[src/rtl/riscv_pkg.sv]
// Shared pipeline types: operand-forwarding select encoding and register address width.
package riscv_pkg;

  localparam int REG_AW = 5;

  typedef enum logic [1:0] {
    FW_RF = 2'd0,
    FW_EX = 2'd1,
    FW_WB = 2'd2
  } fwd_sel_e;

endpackage

[src/rtl/sb_entry.sv]
// One scoreboard slot: busy flag plus result-ready countdown for a single register.
module sb_entry #(
  parameter int LAT_W = 3
) (
  input  logic             clk,
  input  logic             rst,
  input  logic             i_alloc,
  input  logic [LAT_W-1:0] i_lat,
  input  logic             i_clear,
  output logic             o_busy,
  output logic [LAT_W-1:0] o_cnt
);

  logic             r_busy;
  logic [LAT_W-1:0] r_cnt;

  // NOTE: state uses non-blocking assignments so every slot samples pre-edge values.
  always_ff @(posedge clk or negedge rst) begin
    if (!rst) begin
      r_busy <= 1'b0;
      r_cnt  <= '0;
    end else if (i_alloc) begin
      // A new producer beats a same-cycle retirement of the old one.
      r_busy <= 1'b1;
      r_cnt  <= i_lat;
    end else if (i_clear) begin
      r_busy <= 1'b0;
      r_cnt  <= '0;
    end else if (r_busy && r_cnt != '0) begin
      r_cnt <= r_cnt - 1'b1;
    end
  end

  assign o_busy = r_busy;
  assign o_cnt  = r_cnt;

endmodule

[src/rtl/hazard_scoreboard.sv]
// Register hazard scoreboard: zero-latency stall and operand-forwarding decisions for Decode.
// Optional writeback bypass enabled by defining SCOREBOARD_WB_BYPASS_EN.
module hazard_scoreboard
  import riscv_pkg::*;
#(
  parameter int NUM_REGS = 32,
  parameter int NUM_SRC  = 2,
  parameter int LAT_W    = 3
) (
  input  logic                                       clk,
  input  logic                                       rst,
  input  logic                                       iss_valid_D,
  input  logic                                       iss_reg_wr_D,
  input  logic [$clog2(NUM_REGS)-1:0]                iss_rd_D,
  input  logic [LAT_W-1:0]                           iss_lat_D,
  input  logic [NUM_SRC-1:0][$clog2(NUM_REGS)-1:0]   iss_rs_D,
  input  logic                                       flush_i,
  input  logic                                       wb_valid_W,
  input  logic [$clog2(NUM_REGS)-1:0]                wb_rd_W,
  output logic                                       stall_o,
  output logic [NUM_SRC-1:0][1:0]                    fwd_sel_o,
  output logic [31:0]                                stall_cnt_o
);

  localparam int AW = $clog2(NUM_REGS);

  logic [NUM_REGS-1:0]            w_busy;
  logic [NUM_REGS-1:0][LAT_W-1:0] w_cnt;
  logic                           w_alloc;
  logic [NUM_SRC-1:0]             w_src_pend;
  logic                           w_wb_hit;
  logic [31:0]                    r_stall_cnt;

  assign w_alloc = iss_valid_D & ~stall_o & ~flush_i & iss_reg_wr_D;

  // x0 is hard-wired: never busy, so readers of it always take the register file.
  assign w_busy[0] = 1'b0;
  assign w_cnt[0]  = '0;

  for (genvar r = 1; r < NUM_REGS; r++) begin : g_entry
    sb_entry #(
      .LAT_W (LAT_W)
    ) u_entry (
      .clk     (clk),
      .rst     (rst),
      .i_alloc (w_alloc && (iss_rd_D == AW'(r))),
      .i_lat   (iss_lat_D),
      .i_clear (wb_valid_W && (wb_rd_W == AW'(r))),
      .o_busy  (w_busy[r]),
      .o_cnt   (w_cnt[r])
    );
  end

  // NOTE: every output of this block gets a default first so no latch is inferred.
  always_comb begin
    w_src_pend = '0;
    fwd_sel_o  = '0;
    w_wb_hit   = 1'b0;
    for (int k = 0; k < NUM_SRC; k++) begin
`ifdef SCOREBOARD_WB_BYPASS_EN
      w_wb_hit = wb_valid_W && (wb_rd_W == iss_rs_D[k]);
`else
      w_wb_hit = 1'b0;
`endif
      if (iss_rs_D[k] != '0 && w_busy[iss_rs_D[k]]) begin
        if (w_wb_hit) begin
          fwd_sel_o[k] = FW_WB;
        end else if (w_cnt[iss_rs_D[k]] == '0) begin
          fwd_sel_o[k] = FW_EX;
        end else begin
          w_src_pend[k] = 1'b1;
        end
      end
    end
  end

  assign stall_o = iss_valid_D & ~flush_i & (|w_src_pend);

  always_ff @(posedge clk or negedge rst) begin
    if (!rst) begin
      r_stall_cnt <= '0;
    end else if (stall_o && r_stall_cnt != 32'hFFFF_FFFF) begin
      r_stall_cnt <= r_stall_cnt + 32'd1;
    end
  end

  assign stall_cnt_o = r_stall_cnt;

endmodule
[config.mk]
export PLATFORM = sky130hd
export DESIGN_NAME = hazard_scoreboard
export DESIGN_NICKNAME = d
export VERILOG_FILES = /design/src/rtl/riscv_pkg.sv /design/src/rtl/sb_entry.sv /design/src/rtl/hazard_scoreboard.sv
export SDC_FILE = /design/constraint.sdc
export NUM_CORES = 1
export LEC_CHECK = 0
export BUFFER_PORTS_ARGS = -buffer_cell sky130_fd_sc_hd__buf_4
export CORE_MARGIN = 1.5
export CORE_UTILIZATION = 30
export CTS_CLUSTER_DIAMETER = 100
export DETAILED_ROUTE_END_ITERATION = 16
export GPL_ROUTABILITY_DRIVEN = 0
export SKIP_LAST_GASP = 1
export SYNTH_ARGS = -nofsm -noshare
export SYNTH_HDL_FRONTEND = slang
export SYNTH_SLANG_ARGS = --single-unit
[constraint.sdc]
create_clock -name clk -period 4.9 [get_ports clk]
set_input_delay 0.49 -clock clk [delete_from_list [all_inputs] [get_ports clk]]
set_output_delay 0.49 -clock clk [all_outputs]
set_load 0.005 [all_outputs]
==> metrics.txt <==
outcome finished, final reports clean; Die Width 196.8 um; CP Depth 8; vias after detailed routing roughly 8,800; cell area after synthesis 11,270 um2; Reg clk slew, reported paths roughly 0.060 ns; register area share after synthesis 34.64%; number of global-route vias before repair roughly 9,000; Worst Path Arrival 3.46 ns; synthesis warning total 0; final slew viol count 0; Fmax between 200 and 300 MHz; IO Count 66; Worst slew margin 36.75%; Max VDD drop 0.2559 mV; number of diodes 0; library cells used by synthesis 61; max-cap check violation count 0; slowest stage delay, CP 0.74 ns; Final Critical Period around 3.9 ns; hold crit path type input pin to async pin; Seq cells post-synth ~160; share of cells above drive strength 1 18.72%; IO Port Bufs 63; Tightest Pin Transition 0.9248 ns; CORE AREA between 30,000 and 40,000 um2; CTS Buf Count 17; die area roughly 39,000 um2; multi-input logic area 6486 um2; sw frac around two fifths; Initial Utilization a little under a third; antenna-violating nets left 0; root buffer cell clkbuf_16; CP Capture Type primary output; CTS resizes 0; drt first-iter violations around 550; Bufs and invs on worst path 2; final setup fails 0; crit path kind input pin to primary output; cell count after synthesis around 1,200; first-pass detailed-route iteration total 5; H-tree Lvls 4; CP cell instances buf_4 -> mux4_2 -> a2111oi_0 -> nor4_1 -> nor3_1 -> o22a_4 -> nor2b_1 -> buf_4; commonest non-fill, non-tap cell in the layout nor2_1; first-pass GRT wire length around 50 mm; fill cell count 3,698; CTS tree built; Routed WL per cell ~18 um; Worst R2R End g_entry[9].u_entry.o_cnt[2]$_DFFE_PN0P_; Flop pwr share a little over a third; die height ~200 um; P per Cell Area ~500 nW/um2; Combinational Power Share between 40 and 50%; startpoint types input pin; Sink Count ~160; most frequent cells in the layout nor2_1, dfrtp_1, inv_1; Worst path most repeated cell buf_4; setup_tns 0 ns; Post-synth EDFFs 0; drt drc 0; Reg2Reg Depth 8; Worst R2R Setup Slack 1.33 ns; CP Capture Point stall_o; worst skew pair latency about 0.45 ns; Reg-to-Reg Start g_entry[7].u_entry.o_cnt[2]$_DFFE_PN0P_; Req. time, crit path between 4 and 5 ns; FF/Latch Area 3904 um2; vias per cell roughly 5.1; Global Route Usage Sum 16.56%; CP Launch Point iss_rs_D[0]; period utilisation layout 80.58%; Rows 70; delay-heaviest family, CP compound AO/OA/AOI/OAI gates; pre-CTS WS about 0.85 ns; switching pwr about 2.4 mW; async set or reset register ratio after synthesis 100.0%; CTS Hold Bufs 0; grt ovf 0; initial antenna violation count 0; clock share of power a little over a fifth; Setup Skew around 0.014 ns; final hold violation count 0; Post-Syn Area per Cell around 9.5 um2; final worst slack 0.9515 ns; RSZ-0062 raised after global routing false; Synth Flop Type dfrtp_1; hold_ws 0.05839 ns; Max Root-Sink Buffers 2; Final #Nets roughly 1,300; routed wire length ~31 mm; internal power ~3.8 mW; DP Wirelength ~22 mm; area delta synth->final 12.32%; largest net degree at the start of global routing 75; crit path max fanout 28; Setup Buffers After CTS 0; crit path max-delay cell type a2111oi_0; leakage about 5.9 nW
-- state kept, by name (all words and copies together), names as in the netlist --
signal                  count
stall_cnt_o                32
g_entry.u_entry.o_cnt      93
g_entry.u_entry.o_busy     31
-- worst min path at each step --
| stage | from | to | slack, ns | cells past startpoint |
|---|---|---|---|---|
| after floorplan | rst | g_entry[10].u_entry.o_busy$_DFFE_PN0P_ | 0.19 | 0 |
| after global placement | stall_cnt_o[4]$_DFFE_PN0P_ | stall_cnt_o[4]$_DFFE_PN0P_ | 0.48 | 1 |
| after detailed placement | stall_cnt_o[31]$_DFFE_PN0P_ | stall_cnt_o[31]$_DFFE_PN0P_ | 0.49 | 1 |
| after CTS | rst | stall_cnt_o[4]$_DFFE_PN0P_ | 0.10 | 1 |
| after global routing | rst | stall_cnt_o[22]$_DFFE_PN0P_ | 0.11 | 1 |
| final | rst | stall_cnt_o[22]$_DFFE_PN0P_ | 0.06 | 1 |
-- power groups by stage --
stage	clock network [mW]	registers [mW]	logic, mW
6_report	1.37	2.26	2.65
5_1_grt	1.45	2.32	3.04
4_1_cts	1.39	2.25	2.67
3_5_place_dp	0	2.27	2.64
3_3_place_gp	0	2.27	2.54
2_1_floorplan	0	2.07	2.18
-- metal layers --
metal,vias up,wire (um),part of all wire [%],GRT usage [%]
li1,4127,-,-,-
met1,4289,13720,45,22.22
met2,305,14310,47,26.70
met3,45,1842,6.0,3.371
met4,0,699,2.3,5.287
met5,-,0,0,0
-- per-stage QoR --
| stage | util, % | power, mW | std cells | instance area (um2) |
|---|---|---|---|---|
| after floorplan | - | 4.249 | 1192 | 11270 |
| after global placement | 32.81 | 4.809 | 1675 | 12070 |
| after CTS | 34.42 | 6.314 | 1707 | 12660 |
| after detailed placement | 32.81 | 4.916 | 1675 | 12070 |
| after global routing | 34.42 | 6.813 | 1707 | 12660 |
| final | 34.42 | 6.284 | 1707 | 12660 |
-- cell type report --
cell class	count	area share (%)
clock buffer	18	3.390
sequential	156	30.84
inverter	152	4.507
multi-input combinational	830	51.24
tap	468	4.625
timing repair buffer	69	4.121
clock inverter	14	1.285
-- cell families (layout without fill, tap and decap cells) --
family | Yosys count | in the layout | share of synthesized area (%)
buffers and inverters | 206 | 253 | 7.959
XOR/XNOR | 93 | 93 | 7.227
adder cells (fa/ha/maj) | 63 | 63 | 6.994
AND/OR/NAND/NOR | 405 | 405 | 19.96
AO/OA/AOI/OAI | 142 | 142 | 7.460
multiplexers | 125 | 125 | 15.73
other | 1 | 2 | 0.03327
flip-flops | 156 | 156 | 34.64
-- Yosys cell counts, types with 3 or more instances --
cell | count | area (um2)
xnor2_1 | 65 | 569.3
mux4_2 | 25 | 563.0
and3_1 | 9 | 56.30
nor2_1 | 192 | 720.7
a31oi_1 | 7 | 43.79
clkbuf_1 | 27 | 101.4
nor4_1 | 29 | 181.4
mux2_2 | 44 | 495.5
nand4b_4 | 10 | 237.7
and4bb_2 | 5 | 62.56
mux2_4 | 24 | 360.4
o41ai_1 | 3 | 26.28
nand2_1 | 27 | 101.4
nor2b_1 | 6 | 37.54
a311oi_1 | 3 | 26.28
a211oi_1 | 6 | 45.04
buf_6 | 6 | 67.56
or3_1 | 5 | 31.28
nor3_1 | 49 | 245.2
a21oi_1 | 33 | 165.2
nand2b_1 | 7 | 43.79
nand3_2 | 10 | 100.1
inv_1 | 151 | 566.8
buf_4 | 6 | 45.04
mux2_1 | 27 | 304.0
nand3b_1 | 3 | 22.52
mux2i_1 | 5 | 50.05
nor4b_1 | 9 | 78.83
or2_2 | 3 | 18.77
a2111oi_0 | 6 | 52.55
dfrtp_1 | 156 | 3904
buf_2 | 10 | 50.05
a221oi_1 | 3 | 26.28
nand4_1 | 5 | 31.28
nand4_4 | 3 | 63.81
a21o_1 | 6 | 45.04
xor2_1 | 28 | 245.2
o21ai_0 | 65 | 325.3
nand3_1 | 23 | 115.1
ha_1 | 63 | 788.3
(Power assumes the default switching activity.)
